==> config.mk <==
export PLATFORM = sky130hd
export DESIGN_NAME = pipelined_rc_adder
export DESIGN_NICKNAME = d
export VERILOG_FILES = /design/src/rtl/pipelined_rc_adder.sv
export SDC_FILE = /design/constraint.sdc
export NUM_CORES = 1
export LEC_CHECK = 0
export BUFFER_PORTS_ARGS = -buffer_cell sky130_fd_sc_hd__buf_2
export CAP_MARGIN = 20
export CORE_UTILIZATION = 45
export CTS_CLUSTER_SIZE = 8
export DETAILED_ROUTE_END_ITERATION = 6
export GPL_TIMING_DRIVEN = 0
export PLACE_DENSITY = 0.73
export SYNTH_ARGS = -nofsm -noshare
export SYNTH_HDL_FRONTEND = slang
export SYNTH_SLANG_ARGS = --single-unit
==> constraint.sdc <==
create_clock -name clk -period 2.2 [get_ports clk]
set_clock_uncertainty 0.2 [all_clocks]
set_input_delay 0.44 -clock clk [delete_from_list [all_inputs] [get_ports clk]]
set_output_delay 0.44 -clock clk [all_outputs]
set_load 0.05 [all_outputs]
==> src/rtl/pipelined_rc_adder.sv <==
`default_nettype none
// ============================================================================
//  Module      : pipelined_rc_adder
//  Description : Ripple-carry adder/subtractor split into STAGES chunk
//                pipelines with valid/ready flow control. Each stage adds one
//                CW-bit chunk, carrying skewed operands and deskewed sum bits
//                forward so no carry chain spans more than one chunk.
//  Revision    : 1.0 - initial release
// ============================================================================
module pipelined_rc_adder #(
    parameter int WIDTH  = 10,
    parameter int STAGES = 2
) (
    input  logic             clk,
    input  logic             rst_n,
    input  logic             in_valid,
    output logic             in_ready,
    input  logic [WIDTH-1:0] in_a,
    input  logic [WIDTH-1:0] in_b,
    input  logic             in_cin,
    input  logic             in_sub,
    output logic             out_valid,
    input  logic             out_ready,
    output logic [WIDTH-1:0] out_sum,
    output logic             out_cout,
    output logic             out_ovf
);

    // Chunk geometry: all chunks are c_cw wide except the last, which takes
    // whatever is left over and must hold at least one bit.
    localparam int c_cw      = (WIDTH + STAGES - 1) / STAGES;
    localparam int c_last_lo = (STAGES - 1) * c_cw;
    localparam int c_last_w  = WIDTH - c_last_lo;
    // Number of intermediate (non-final) stages; arrays keep one dummy entry
    // when the whole adder collapses into a single stage.
    localparam int c_nb      = (STAGES > 1) ? STAGES - 1 : 1;

    if (WIDTH < 2 || WIDTH > 64) begin : g_bad_width
        $error("pipelined_rc_adder: WIDTH must lie in 2..64");
    end
    if (STAGES < 1 || STAGES > WIDTH) begin : g_bad_stages
        $error("pipelined_rc_adder: STAGES must lie in 1..WIDTH");
    end
    if (c_last_w < 1) begin : g_bad_split
        $error("pipelined_rc_adder: WIDTH/STAGES leaves an empty last chunk");
    end

    // ------------------------------------------------------------------
    // Flow control
    // ------------------------------------------------------------------
    logic [STAGES-1:0] r_valid;
    logic [STAGES-1:0] w_adv;
    logic [STAGES-1:0] w_load;
    logic              w_xfer;

    // A stage advances if it holds data and somewhere downstream there is a
    // hole, or the output is being consumed (the ready chain, unrolled).
    always_comb begin : p_adv
        logic v_go;
        v_go  = out_ready;
        w_adv = '0;
        for (int k = STAGES - 1; k >= 0; k--) begin
            w_adv[k] = r_valid[k] && v_go;
            v_go     = v_go || !r_valid[k];
        end
    end

    assign in_ready = !r_valid[0] || w_adv[0];
    assign w_xfer   = in_valid && in_ready;

    // Stage k is loaded when stage k-1 advances; stage 0 on an input transfer.
    always_comb begin
        w_load    = w_adv << 1;
        w_load[0] = w_xfer;
    end

    // Valid bits: set on load, cleared when the held beat leaves.
    always_ff @(posedge clk or negedge rst_n) begin
        if (!rst_n) begin
            r_valid <= '0;
        end else begin
            for (int k = 0; k < STAGES; k++) begin
                if (w_load[k]) begin
                    r_valid[k] <= 1'b1;
                end else if (w_adv[k]) begin
                    r_valid[k] <= 1'b0;
                end
            end
        end
    end

    // ------------------------------------------------------------------
    // Operand conditioning: subtract is A + ~B + ~borrow
    // ------------------------------------------------------------------
    logic [WIDTH-1:0] w_b_eff;
    logic             w_c_eff;

    assign w_b_eff = in_sub ? ~in_b : in_b;
    assign w_c_eff = in_sub ^ in_cin;

    // ------------------------------------------------------------------
    // Intermediate stages. r_a holds completed sum bits below the chunk
    // boundary and still-unprocessed A bits above it; r_b carries B.
    // ------------------------------------------------------------------
    logic [WIDTH-1:0] r_a     [c_nb];
    logic [WIDTH-1:0] r_b     [c_nb];
    logic             r_c     [c_nb];
    logic [WIDTH-1:0] w_src_a [c_nb];
    logic [WIDTH-1:0] w_src_b [c_nb];
    logic             w_src_c [c_nb];
    logic [WIDTH-1:0] w_nxt_a [c_nb];
    logic [c_cw:0]    w_chunk [c_nb];

    // Chunk adders for the intermediate stages, each limited to c_cw bits.
    always_comb begin
        w_src_a[0] = in_a;
        w_src_b[0] = w_b_eff;
        w_src_c[0] = w_c_eff;
        for (int k = 1; k < c_nb; k++) begin
            w_src_a[k] = r_a[k-1];
            w_src_b[k] = r_b[k-1];
            w_src_c[k] = r_c[k-1];
        end
        for (int k = 0; k < c_nb; k++) begin
            w_chunk[k] = {1'b0, w_src_a[k][k*c_cw +: c_cw]}
                       + {1'b0, w_src_b[k][k*c_cw +: c_cw]}
                       + {{c_cw{1'b0}}, w_src_c[k]};
            w_nxt_a[k] = w_src_a[k];
            w_nxt_a[k][k*c_cw +: c_cw] = w_chunk[k][c_cw-1:0];
        end
    end

    if (STAGES > 1) begin : g_mid
        // Skew/deskew registers; data only, validity is tracked by r_valid.
        always_ff @(posedge clk) begin
            for (int k = 0; k < STAGES - 1; k++) begin
                if (w_load[k]) begin
                    r_a[k] <= w_nxt_a[k];
                    r_b[k] <= w_src_b[k];
                    r_c[k] <= w_chunk[k][c_cw];
                end
            end
        end
    end else begin : g_no_mid
        assign r_a[0] = '0;
        assign r_b[0] = '0;
        assign r_c[0] = 1'b0;
    end

    // ------------------------------------------------------------------
    // Final stage: last chunk, carry out and signed overflow
    // ------------------------------------------------------------------
    logic [WIDTH-1:0]  w_last_a;
    logic [WIDTH-1:0]  w_last_b;
    logic              w_last_c;
    logic [c_last_w:0] w_last_chunk;
    logic [WIDTH-1:0]  w_sum_nxt;
    logic              w_ovf_nxt;
    logic [WIDTH-1:0]  r_sum;
    logic              r_cout;
    logic              r_ovf;

    if (STAGES == 1) begin : g_last_src_in
        assign w_last_a = in_a;
        assign w_last_b = w_b_eff;
        assign w_last_c = w_c_eff;
    end else begin : g_last_src_pipe
        assign w_last_a = r_a[STAGES-2];
        assign w_last_b = r_b[STAGES-2];
        assign w_last_c = r_c[STAGES-2];
    end

    assign w_last_chunk = {1'b0, w_last_a[c_last_lo +: c_last_w]}
                        + {1'b0, w_last_b[c_last_lo +: c_last_w]}
                        + {{c_last_w{1'b0}}, w_last_c};

    // Merge the final chunk into the already-completed lower sum bits.
    always_comb begin
        w_sum_nxt = w_last_a;
        w_sum_nxt[c_last_lo +: c_last_w] = w_last_chunk[c_last_w-1:0];
    end

    // Carry into the MSB is recovered as sum ^ a ^ b at that bit position.
    assign w_ovf_nxt = w_last_chunk[c_last_w]
                     ^ (w_sum_nxt[WIDTH-1] ^ w_last_a[WIDTH-1] ^ w_last_b[WIDTH-1]);

    // Output registers; held while the consumer stalls.
    always_ff @(posedge clk or negedge rst_n) begin
        if (!rst_n) begin
            r_sum  <= '0;
            r_cout <= 1'b0;
            r_ovf  <= 1'b0;
        end else if (w_load[STAGES-1]) begin
            r_sum  <= w_sum_nxt;
            r_cout <= w_last_chunk[c_last_w];
            r_ovf  <= w_ovf_nxt;
        end
    end

    assign out_valid = r_valid[STAGES-1];
    assign out_sum   = r_sum;
    assign out_cout  = r_cout;
    assign out_ovf   = r_ovf;

    // Bits that are structurally dead in some configurations (B bits already
    // consumed by earlier chunks, single-stage placeholders) are folded here.
    logic w_unused;
    always_comb begin
        w_unused = ^w_last_b;
        for (int k = 0; k < c_nb; k++) begin
            w_unused = w_unused ^ (^r_a[k]) ^ (^r_b[k]) ^ r_c[k]
                     ^ (^w_nxt_a[k]) ^ (^w_chunk[k]);
        end
    end

endmodule
`default_nettype wire

# Word-level counts from Yosys, hierarchy flattened
# Memories as Yosys holds them, arrays and structs flattened.
# Cells that the tools add are included.
[word_totals]
register_bits = 14
mem_bits_rw = 21
input_bits = 26
out_inout_bits = 14
word_cells = 33
mem_count = 3
[mem_list]
columns = ["name", "depth", "width", "read_ports", "rd_ports_with_merged_regs", "wr", "line_no", "rtl"]
rows = [
  ["r_a", 1, 10, 1, 0, 1, "105", "logic [WIDTH-1:0] r_a [c_nb];"],
  ["r_b", 1, 10, 1, 0, 1, "106", "logic [WIDTH-1:0] r_b [c_nb];"],
  ["r_c", 1, 1, 1, 0, 1, "107", "logic r_c [c_nb];"],
]
[classes]
n_addsub = 4
mux = 7
n_bitwise = 5
n_reduce_logical = 9
[op_table]
columns = ["op", "count"]
rows = [
  ["5-bit by 5-bit adder with 6-bit output", 2],
  ["6-bit by 1-bit adder with 6-bit output", 2],
  ["10-bit 2-to-1 mux", 1],
  ["10-bit inverter", 1],
  ["1-bit 2-to-1 mux", 6],
  ["2-bit nonzero test", 2],
  ["1-bit bitwise XOR", 4],
  ["1-bit logical AND", 3],
  ["1-bit zero test", 2],
  ["1-bit logical OR", 2],
]

# Logic depth before layout (Yosys ltp)
# Gate-level depths: netlist of the first run.
[logic_depth]
ltp_word = 7
ltp_mapped = 9
ltp_nobuf = 9

# Worst setup path before layout of the first run
# No wires, ideal clock.
[synth_path]
kind = "in2reg"
startpoint = "input in_sub"
endpoint = "memory r_a[0][4] (data pin)"
t_arrival_ns = 1.955
slack_ns = -0.213
path_stages = 8
path_cell_list = "buf_2 xnor2_1 fa_1 fa_1 inv_1 a21o_1 a21oi_1 xnor2_1"
[synth_rtl]
columns = ["item", "line_no", "rtl"]
rows = [
  ["start, declared", "21", "input logic in_sub,"],
  ["end, declared", "105", ""],
]

# Worst setup path after layout of the first run
[layout_path]
startpoint = "memory r_b[0][5]"
endpoint = "register r_ovf, in the netlist out_ovf"
[layout_via]
elab_chain_len = 6
[layout_rtl]
columns = ["item", "line_no", "rtl"]
rows = [
  ["start, declared", "106", ""],
  ["memory 1 x 10 bit *", "n/a", ""],
  ["5-bit by 5-bit adder with 6-bit output *", "174", "+ {1'b0, w_last_b[c_last_lo +: c_last_w]}"],
  ["6-bit by 1-bit adder with 6-bit output *", "175", "+ {{c_last_w{1'b0}}, w_last_c};"],
  ["1-bit bitwise XOR (2 in series)", "185", "^ (w_sum_nxt[WIDTH-1] ^ w_last_a[WIDTH-1] ^ w_last_b[WIDTH-1]);"],
  ["1-bit bitwise XOR *", "185", ""],
  ["end signal, assigned", "196", "r_ovf <= w_ovf_nxt;"],
  ["end, declared", "161", "logic r_ovf;"],
]
# Every way passes the cells marked *; elsewhere a longest branch is shown, timed or not.
# A chain may end at the register's enable or synchronous reset.

==> metrics.md, run 1 <==
| Metric | Value |
|---|---|
| Outcome | `complete, but fails checks` |
| Failing checks | `setup timing` |
| Share of the yosys chip area belonging to registers | `55.2%` |
| Worst voltage drop across the vdd grid | `0.000365 V` |
| Final-report max-slew violation count | `0` |
| Initial core utilization | `48.5%` |
| First-pass iteration count of the detailed router | `4` |
| Number of placed I/O pins | `40` |
| CTS Root Buffer Type | `clkbuf_4` |
| Syn_nets | `152` |
| Die H | `59.8 um` |
| Part of the power in registers | `44.9%` |
| Headroom to the max-slew limit | `52.4%` |
| TritonCTS clock tree | `done` |
| Net switching share of the total power | `37.6%` |
| Post-Route Utilization | `60.6%` |
| Remaining number of nets flagged by the antenna check after routing | `0` |
| Reg2Reg Depth | `9` |
| Post-Route WL | `2.48 mm` |
| Worst reg2reg endpoint | `out_ovf` |
| Internal reg-to-reg setup slack | `-0.006 ns` |
| Number of sinks on the clock net | `30` |
| Capture point of the critical path | `out_ovf` |
| Core Region | `3100 um2` |
| Via count of the first global-routing pass | `1004` |
| Setup repair after global routing missed its margin | `true` |
| Post-DR wirelength/cell | `11.9 um` |
| Crit path from | `r_b[0][5]` |
| Switching power total | `0.629 mW` |
| Power consumption | `1.67 mW` |
| Global placer's final weighted congestion | `0.774` |
| Tot GR Track Use | `16.6%` |
| Die area | `3580 um2` |
| Library cells used by synthesis | `26` |
| Max-cap viol count | `0` |
| DRC violation count after routing | `0` |
| GR Overflow Total | `0` |
| Fill count | `266` |
| Register bit total from synthesis | `30` |
| Antenna diode count | `0` |
| Hold Path Class | `input pin to flop` |
| Share of post-route cells with drive strength above 1 | `39.6%` |
| Nets | `202` |
| Relative contribution of combinational cells to total power | `38.0%` |
| Measured slew at the worst slew-check pin | `0.714 ns` |
| Number of design-rule violations left by the first detailed-router iteration | `41` |
| Delay of the slowest cell on the worst path | `0.39 ns` |
| Ordered list of cells on the worst path | `inv_2 -> fa_2 -> inv_2 -> fa_2 -> a21o_1 -> a21oi_2 -> xnor3_1 -> xnor2_1 -> o21ai_1` |
| Clock latency of the later-clocked register in the worst-skew pair | `0.30 ns` |
| Top fanout value on the critical path | `2` |
| Number of antenna violations at the first check in global routing | `0` |
| Leakage power summed over all cells | `0.870 nW` |
| Path type of the worst setup path | `flop to flop` |
| Count of buffers from port buffering | `39` |
| Worst EP required | `2.19 ns` |
| Synthesis-to-layout area growth | `25.0%` |
| Startpoint of the worst register-to-register path | `r_b[0][5]` |
| Clock slew at the register clock pins of the worst setup and hold paths | `0.09 ns` |
| Inserted Clock Buffers | `5` |
| Critical Path AT | `2.20 ns` |
| Final Cycle Share | `100%` |
| Pwr Density | `889 nW/um2` |
| Number of vias per cell after detailed routing | `4.65` |
| Kind of start point of the critical path | `flop` |
| Die boundary width | `59.8 um` |
| Nature of the critical path endpoint | `flop` |
| Number of endpoints with negative hold slack in the final report | `0` |
| Number of H-tree levels | `2` |
| Max clock buf depth | `2` |
| Hpwl dp | `1.93 mm` |
| Syn Inst Count | `114` |
| Crit path setup slack, layout | `-0.00612 ns` |
| Global-route wire length before repair | `4.14 mm` |
| Number of vias after detailed routing | `967` |
| Synthesis Warnings | `0` |
| Critical path's slowest cell | `edfxtp_1` |
| Syn_area_per_cell | `13.2 um2` |
| Number of setup violations in the final report | `1` |
| Syn Std Cell Area | `1500 um2` |
| Final Critical Period | `2.21 ns` |
| Internal power of the cells | `1.04 mW` |
| Clock power share | `17.1%` |
| Pin count of the biggest net entering global routing | `17` |
| F_max | `453 MHz` |
| Standard-cell rows | `20` |
==> metal layers <==
layer / part of all wire, % / vias up / wire length, um / GRT usage (%)
met1: 43 / 446 / 1080 / 17.6
met5: 0 / - / 0 / 0
li1: - / 485 / - / -
met4: 1.9 / 0 / 48 / 9.30
met2: 50 / 32 / 1250 / 27.6
met3: 4.3 / 4 / 106 / 6.93
==> cell usage in the layout (no fill, tap or decap), types with 4 or more instances in the layout <==
cell type | synthesis | layout
buf_2 | 1 | 39
edfxtp_1 | 16 | 16
inv_1 | 10 | 7
nand2_1 | 7 | 7
o21ai_0 | 6 | 6
fa_2 | 0 | 4
mux2_2 | 6 | 6
dfrtp_1 | 14 | 14
ha_1 | 8 | 8
xor2_1 | 11 | 11
nand2b_1 | 6 | 6
a21o_1 | 4 | 4
xnor2_1 | 7 | 6
clkbuf_4 | 0 | 5
==> worst max-delay path, delay by kind of cell (launching register included) <==
family	cells	cell delay [ns]
xor gates and xnor gates	2	0.41
AOI/OAI and AO/OA	3	0.43
adders and majority gates	2	0.56
buffers and inverters	2	0.11
DFF	1	0.39
==> metrics by stage <==
step	hold slack, ns	setup slack (ns)	cell area, um2	TNS (ns)	cells
3_3_place_gp	0.138	-0.233	1800	-0.411	197
4_1_cts	0.0873	-0.0371	1870	-0.0371	207
3_5_place_dp	0.143	-0.262	1800	-0.667	197
5_1_grt	0.0623	-0.123	1880	-0.123	208
2_1_floorplan	-0.0556	-0.0395	1550	-0.0395	114
6_report	0.102	-0.00612	1880	-0.00612	208
==> cell type report <==
cell class	count	area, um2	area share [%]
buffer	2	23.8	1.26
clock buffer	7	45.0	2.40
inverter	10	37.5	2.00
multi-input combinational	72	659	35.1
sequential	30	831	44.2
tap	44	55.1	2.93
timing repair buffer	43	228	12.1
==> logic make-up after synthesis <==
| kind of cell | after synthesis | synth area share, % |
|---|---|---|
| xor+xnor | 19 | 12.0 |
| buf+inv | 12 | 3.08 |
| flops | 30 | 55.2 |
| compound gates | 17 | 6.99 |
| mux | 6 | 4.49 |
| fa+ha+maj | 12 | 12.0 |
| simple gates | 18 | 6.24 |
==> registers in the layout, indices dropped and copies added, names as in the netlist <==
signal	cells
out_sum	10
r_c	1
r_b	5
out_ovf	1
r_a	10
r_valid	2
out_cout	1
==> cells in the mapped netlist, drive strengths merged <==
cell | number | area, um2
a21oi | 3 | 18.8
edfxtp | 16 | 480
ha | 8 | 100
nand3b | 1 | 7.51
xor2 | 11 | 96.3
xnor2 | 7 | 61.3
buf | 1 | 5.00
nand2 | 7 | 26.3
o22ai | 1 | 6.26
and2 | 1 | 6.26
mux2 | 6 | 67.6
xnor3 | 1 | 22.5
o31ai | 1 | 7.51
or2 | 1 | 6.26
a211oi | 1 | 7.51
dfrtp | 14 | 350
clkbuf | 1 | 3.75
nor2b | 1 | 6.26
fa | 4 | 80.1
a21o | 4 | 30.0
nand2b | 6 | 37.5
o21ai | 7 | 35.0
inv | 10 | 37.5
nor2 | 1 | 3.75
==> power groups by stage <==
stage	clock network (mW)	registers, mW	logic [mW]
after floorplan	0	0.993	0.238
after global placement	0	0.756	0.606
after detailed placement	0	0.764	0.625
after CTS	0.289	0.752	0.637
after global routing	0.329	0.763	0.685
final	0.286	0.750	0.635
==> repair_timing <==
item | 4_1_cts | 5_1_grt
hold buffers | 1 | 0
resized for setup | 5 | 0
setup endpoints to repair | 1 | 2
pin swaps | 5 | 5
buffers inserted | 2 | 1
gates cloned | 0 | 0
hold endpoints to repair | 14 | 0
==> worst min-delay path by stage <==
stage | start | end | slack (ns) | cells after the start
3_5_place_dp | rst_n | out_sum[0] | 0.14 | 1
4_1_cts | in_a[9] | r_a[0][9] | 0.09 | 1
5_1_grt | in_a[5] | r_a[0][5] | 0.06 | 1
6_report | in_a[9] | r_a[0][9] | 0.10 | 1
2_1_floorplan | rst_n | out_cout | -0.06 | 0
3_3_place_gp | rst_n | out_sum[0] | 0.14 | 1
(Power assumes the default switching activity.)
==> inputs of run 2 (changes only) <==
- PLACE_DENSITY: 0.73 -> 0.78
==> run 2 against run 1 <==
Net effect:
- the run now ends clean
- final cell count fell by 0.96%
- non-clock buffer count fell by 2
- routed wire length fell by 6.1%
- die area did not move
- clock power barely moved
- global-route usage fell by 1.0 points
- highest routed layer unchanged
- largest power group unchanged
- combinational power fell by 2%
- worst hold slack got worse by 0.019 ns
- final area fell by 0.93%
- setup slack improved by 0.018 ns
==> metrics.md, run 2 (synthesized netlist as in run 1, its figures left out) <==
| Metric | Value |
|---|---|
| Worst hold slack | `0.0823 ns (was 0.102 ns)` |
| Die boundary width | `59.8 um (unchanged)` |
| Final Cycle Share | `99.5% (was 100%)` |
| Commonest non-fill, non-tap cell in the layout | `buf_2 (unchanged)` |
| Setup repair after global routing missed its margin | `true (unchanged)` |
| Placed inst area | `1800 um2 (unchanged)` |
| Top fanout value on the critical path | `2 (unchanged)` |
| Final Critical Period | `2.19 ns (was 2.21 ns)` |
| Pin count of the biggest net entering global routing | `17 (unchanged)` |
| Measured slew at the worst slew-check pin | `0.693 ns (was 0.714 ns)` |
| Final-report max-slew violation count | `0 (unchanged)` |
| Clock latency of the later-clocked register in the worst-skew pair | `0.32 ns (was 0.30 ns)` |
| Die H | `59.8 um (unchanged)` |
| Hold Path Class | `input pin to flop (unchanged)` |
| Post-DR wirelength/cell | `11.3 um (was 11.9 um)` |
| Clock slew at the register clock pins of the worst setup and hold paths | `0.08 ns (was 0.09 ns)` |
| Most frequent cells in the layout | `buf_2, edfxtp_1, dfrtp_1 (unchanged)` |
| Pwr Density | `891 nW/um2 (was 889 nW/um2)` |
| Initial core utilization | `48.5% (unchanged)` |
| Power consumption | `1.66 mW (was 1.67 mW)` |
| Standard-cell rows | `20 (unchanged)` |
| CTS Root Buffer Type | `clkbuf_4 (unchanged)` |
| F_max | `457 MHz (was 453 MHz)` |
| Non-filler instance count after layout | `206 (was 208)` |
| Post-Place Setup Slack | `-0.251 ns (was -0.262 ns)` |
| Tot GR Track Use | `15.5% (was 16.6%)` |
| Max clock buf depth | `2 (unchanged)` |
| Outcome | `complete, no violations (was complete, but fails checks)` |
| Number of instances in the placed design | `197 (unchanged)` |
| Global-route wire length before repair | `3.85 mm (was 4.14 mm)` |
| Final cell area excluding filler cells | `1860 um2 (was 1880 um2)` |
| Post-Route Utilization | `60.0% (was 60.6%)` |
| Leakage power summed over all cells | `0.865 nW (was 0.870 nW)` |
| Number of H-tree levels | `2 (unchanged)` |
| TritonCTS clock tree | `done (unchanged)` |
| Core Region | `3100 um2 (unchanged)` |
| Nets | `200 (was 202)` |
| Number of vias per cell after detailed routing | `4.64 (was 4.65)` |
| Kind of start point of the critical path | `flop (unchanged)` |
| Nature of the critical path endpoint | `flop (unchanged)` |
| Critical Path AT | `2.19 ns (was 2.20 ns)` |
| GR Overflow Total | `0 (unchanged)` |
| Via count of the first global-routing pass | `899 (was 1004)` |
| Crit path setup slack, layout | `0.0117 ns (was -0.00612 ns)` |
| Worst EP required | `2.21 ns (was 2.19 ns)` |
| Setup_tns | `0 ns (was -0.00612 ns)` |
| Number of sinks on the clock net | `30 (unchanged)` |
| Inserted Clock Buffers | `5 (unchanged)` |
| Number of setup violations in the final report | `0 (was 1)` |
| Path type of the worst setup path | `flop to flop (unchanged)` |
| Number of endpoints with negative hold slack in the final report | `0 (unchanged)` |
| Remaining number of nets flagged by the antenna check after routing | `0 (unchanged)` |
| Max-cap viol count | `0 (unchanged)` |
| Number of design-rule violations left by the first detailed-router iteration | `20 (was 41)` |
| Count of buffers from port buffering | `39 (unchanged)` |
| Die area | `3580 um2 (unchanged)` |
| Post-Route WL | `2.33 mm (was 2.48 mm)` |
| Number of vias after detailed routing | `956 (was 967)` |
| Number of antenna violations at the first check in global routing | `0 (unchanged)` |
| Synthesis-to-layout area growth | `23.8% (was 25.0%)` |
| Hpwl dp | `1.82 mm (was 1.93 mm)` |
| Antenna diode count | `0 (unchanged)` |
| Internal reg-to-reg setup slack | `0.01 ns (was -0.006 ns)` |
| Worst voltage drop across the vdd grid | `0.000322 V (was 0.000365 V)` |
| Share of post-route cells with drive strength above 1 | `36.4% (was 39.6%)` |
| Headroom to the max-slew limit | `53.8% (was 52.4%)` |
| First-pass iteration count of the detailed router | `4 (unchanged)` |
| Number of placed I/O pins | `40 (unchanged)` |
| DRC violation count after routing | `0 (unchanged)` |
| Fill count | `274 (was 266)` |
| Global placer's final weighted congestion | `0.774 (unchanged)` |
run 2: changes by cell type in the layout (fill, tap and decap cells not counted), sizes merged:
cell / delta
buf: -2
run 2: path summary, 6_finish.rpt:
check                        endpoint  cells after the start       from
setup / recovery              out_ovf                      9  r_b[0][5]
hold / removal              r_a[0][9]                      1    in_a[9]
setup reg to reg              out_ovf                      9  r_b[0][5]
hold reg to reg            out_sum[0]                      1  r_a[0][0]
max in group asynchronous  out_sum[5]                      2      rst_n
min in group asynchronous  out_sum[6]                      2      rst_n
run 2: cell type report:
| cell class | count | area (um2) | share of cell area [%] |
|---|---|---|---|
| Sequential cell | 30 | 831 | 44.6 |
| Multi-Input combinational cell | 72 | 657 | 35.3 |
| Timing Repair Buffer | 41 | 213 | 11.4 |
| Tap cell | 44 | 55.1 | 2.96 |
| Clock buffer | 7 | 45.0 | 2.42 |
| Inverter | 10 | 37.5 | 2.02 |
| Buffer | 2 | 23.8 | 1.28 |
run 2: routing by layer:
layer / share of wire, % / GRT usage (%) / vias to the layer above
met3: 4.8 / 4.55 / 7
li1: - / - / 483
met1: 41 / 16.8 / 438
met2: 50 / 25.9 / 28
met5: 0 / 0 / -
met4: 3.6 / 11.0 / 0
run 2: where the power goes:
group          internal [mW]  switching, mW
Sequential             0.705         0.0452
Clock                  0.120          0.166
Combinational          0.209          0.413
run 2: repair_timing:
item,CTS,global route
pin swaps,2,0
buffers inserted,1,0
hold buffers,1,0
endpoints found under the hold margin,14,0
endpoints found under the setup margin,1,1
gates resized for setup,1,0
run 2: worst max-delay path, cell delays in order (launching register included):
cell and delay [ns]:
edfxtp_1 0.36, inv_1 0.08, fa_1 0.19, inv_1 0.07, fa_2 0.36, a21o_1 0.18, a21oi_2 0.15, xnor3_1 0.24
xnor2_1 0.17, o21ai_1 0.08
==> inputs of run 3 (changes only) <==
--- a/config.mk
+++ b/config.mk
@@ -9,3 +9,5 @@
 export CAP_MARGIN = 20
-export CORE_UTILIZATION = 45
+export CELL_PAD_IN_SITES_DETAIL_PLACEMENT = 0
+export CELL_PAD_IN_SITES_GLOBAL_PLACEMENT = 2
+export CORE_UTILIZATION = 31
 export CTS_CLUSTER_SIZE = 8
@@ -13,3 +15,3 @@
 export GPL_TIMING_DRIVEN = 0
-export PLACE_DENSITY = 0.78
+export PLACE_DENSITY = 0.8
 export SYNTH_ARGS = -nofsm -noshare
--- a/constraint.sdc
+++ b/constraint.sdc
@@ -4,2 +4,2 @@
 set_output_delay 0.44 -clock clk [all_outputs]
-set_load 0.05 [all_outputs]
+set_load 0.1 [all_outputs]
==> run 3 against run 2 <==
Net effect:
- clock power rose by 44%
- die area up 44%
- first-iteration DRC count is 75% higher
- sequential share of layout area down 1.2 points
- total power up 24%
- via count up 2.1%
==> metrics.md, run 3 (synthesized netlist as in run 1, its figures left out) <==
| Metric | Value |
|---|---|
| First-pass iteration count of the detailed router | `4 (unchanged)` |
| Die H | `71.7 um (was 59.8 um)` |
| Worst reg2reg endpoint | `out_ovf (unchanged)` |
| Clock latency of the later-clocked register in the worst-skew pair | `0.28 ns (was 0.32 ns)` |
| F_max | `462 MHz (was 457 MHz)` |
| Max-cap viol count | `0 (unchanged)` |
| Global placer's final weighted congestion | `0.704 (was 0.774)` |
| Startpoint of the worst register-to-register path | `r_b[0][5] (unchanged)` |
| Pwr Density | `1070 nW/um2 (was 891 nW/um2)` |
| Count of buffers from port buffering | `39 (unchanged)` |
| Number of vias after detailed routing | `976 (was 956)` |
| Critical Path AT | `2.12 ns (was 2.19 ns)` |
| Final Critical Period | `2.17 ns (was 2.19 ns)` |
| Measured slew at the worst slew-check pin | `0.492 ns (was 0.693 ns)` |
| Number of antenna violations at the first check in global routing | `0 (unchanged)` |
| Core Region | `4500 um2 (was 3100 um2)` |
| Setup repair after global routing missed its margin | `true (unchanged)` |
| Commonest non-fill, non-tap cell in the layout | `buf_2 (unchanged)` |
| Capture point of the critical path | `out_ovf (unchanged)` |
| GR Overflow Total | `0 (unchanged)` |
| Die boundary width | `71.7 um (was 59.8 um)` |
| CTS Root Buffer Type | `clkbuf_8 (was clkbuf_4)` |
| Final Cycle Share | `98.5% (was 99.5%)` |
| Remaining number of nets flagged by the antenna check after routing | `0 (unchanged)` |
| Most frequent cells in the layout | `buf_2, edfxtp_1, dfrtp_1 (unchanged)` |
| Reg2Reg Depth | `9 (unchanged)` |
| Share of post-route cells with drive strength above 1 | `40.5% (was 36.4%)` |
| Kind of start point of the critical path | `flop (unchanged)` |
| Path type of the worst setup path | `flop to flop (unchanged)` |
| Number of instances in the placed design | `205 (was 197)` |
| TritonCTS clock tree | `done (unchanged)` |
| Pin count of the biggest net entering global routing | `17 (unchanged)` |
| Internal reg-to-reg setup slack | `0.03 ns (was 0.01 ns)` |
| Final-report max-slew violation count | `0 (unchanged)` |
| Clock slew at the register clock pins of the worst setup and hold paths | `0.06 ns (was 0.08 ns)` |
| Initial core utilization | `33.4% (was 48.5%)` |
| Nets | `200 (unchanged)` |
| Post-Route WL | `2.49 mm (was 2.33 mm)` |
| Via count of the first global-routing pass | `1039 (was 899)` |
| Worst EP required | `2.15 ns (was 2.21 ns)` |
| Synthesis-to-layout area growth | `27.9% (was 23.8%)` |
| Nature of the critical path endpoint | `flop (unchanged)` |
| Hpwl dp | `1.90 mm (was 1.82 mm)` |
| Leakage power summed over all cells | `0.878 nW (was 0.865 nW)` |
| Die area | `5130 um2 (was 3580 um2)` |
| Headroom to the max-slew limit | `67.4% (was 53.8%)` |
| Inserted Clock Buffers | `5 (unchanged)` |
| Non-filler instance count after layout | `215 (was 206)` |
| Number of endpoints with negative hold slack in the final report | `0 (unchanged)` |
| Standard-cell rows | `24 (was 20)` |
| Number of design-rule violations left by the first detailed-router iteration | `35 (was 20)` |
| Outcome | `complete, no violations (unchanged)` |
| Number of H-tree levels | `2 (unchanged)` |
| Post-Route Utilization | `42.7% (was 60.0%)` |
| Crit path setup slack, layout | `0.0336 ns (was 0.0117 ns)` |
| Hold Path Class | `input pin to flop (unchanged)` |
| Post-Place Setup Slack | `-0.250 ns (was -0.251 ns)` |
| Antenna diode count | `0 (unchanged)` |
| Max clock buf depth | `2 (unchanged)` |
| DRC violation count after routing | `0 (unchanged)` |
| Number of vias per cell after detailed routing | `4.54 (was 4.64)` |
| Post-DR wirelength/cell | `11.6 um (was 11.3 um)` |
| Number of sinks on the clock net | `30 (unchanged)` |
| Global-route wire length before repair | `4.39 mm (was 3.85 mm)` |
| Number of placed I/O pins | `40 (unchanged)` |
| Worst voltage drop across the vdd grid | `0.000473 V (was 0.000322 V)` |
| Top fanout value on the critical path | `2 (unchanged)` |
| Number of setup violations in the final report | `0 (unchanged)` |
| Crit path from | `r_b[0][5] (unchanged)` |
| Tot GR Track Use | `11.3% (was 15.5%)` |
==> run 3: cell types whose count changed in the layout (fill, tap and decap cells not counted) <==
cell | before | now
and2_1 | 1 | 0
and2_4 | 0 | 1
clkbuf_1 | 3 | 4
clkbuf_4 | 5 | 0
clkbuf_8 | 0 | 5
dfrtp_1 | 14 | 13
dfrtp_4 | 0 | 1
fa_1 | 1 | 0
fa_2 | 3 | 4
inv_1 | 10 | 7
inv_2 | 0 | 3
xor2_1 | 11 | 10
xor2_2 | 0 | 1
==> run 3: area by class of cell <==
class                      count  area (um2)
buffer                         2        23.8
clock buffer                   8        80.1
fill                         449        2580
inverter                      10        37.5
multi-input combinational     72         669
sequential                    30         835
tap                           52        65.1
timing repair buffer          41         213
==> run 3: how the worst min path moves through the flow <==
stage	startpoint	cells past startpoint	endpoint	slack, ns
after global routing	in_a[7]	1	r_a[0][7]	0.12
after global placement	rst_n	1	out_sum[0]	0.14
after detailed placement	rst_n	1	out_sum[0]	0.15
after floorplan	rst_n	0	out_cout	-0.06
final	in_a[7]	1	r_a[0][7]	0.14
after CTS	in_a[7]	1	r_a[0][7]	0.12
==> run 3: what timing repair did <==
| action | in CTS | in global routing |
|---|---|---|
| buffers inserted | 1 | 0 |
| setup endpoints to repair | 1 | 3 |
| hold buffers | 1 | 0 |
| endpoints found under the hold margin | 14 | 0 |
| pin swaps | 1 | 3 |
| gates resized for setup | 1 | 5 |
==> run 3: metal layers <==
layer	track usage, %	up-vias	wire length [um]
li1	-	481	-
met1	12.5	459	1080
met2	19.3	30	1240
met3	3.94	6	116
met4	5.23	0	55
met5	0	-	0
==> run 3: worst max-delay path, cell delays in order, from the launching register on <==
cell	delay, ns
edfxtp_1	0.37
inv_2	0.07
fa_2	0.21
inv_2	0.04
fa_2	0.35
a21o_1	0.18
a21oi_2	0.16
xnor3_1	0.24
xnor2_1	0.15
o21ai_1	0.07
==> run 3: report_power, final <==
group | internal [mW] | switching (mW) | leakage (nW)
sequential | 0.707 | 0.0462 | 0.319
combinational | 0.212 | 0.682 | 0.520
clock | 0.224 | 0.189 | 0.0395
==> run 3: through the flow <==
| stage | power, mW | cell area [um2] | hold WS (ns) | TNS (ns) |
|---|---|---|---|---|
| 3_3_place_gp | 1.64 | 1810 | 0.144 | -0.490 |
| 6_report | 2.06 | 1920 | 0.136 | 0 |
| 3_5_place_dp | 1.65 | 1810 | 0.150 | -0.557 |
| 4_1_cts | 2.08 | 1910 | 0.124 | 0 |
| 5_1_grt | 2.16 | 1920 | 0.124 | -0.134 |
| 2_1_floorplan | 1.49 | 1550 | -0.0556 | -3.48 |
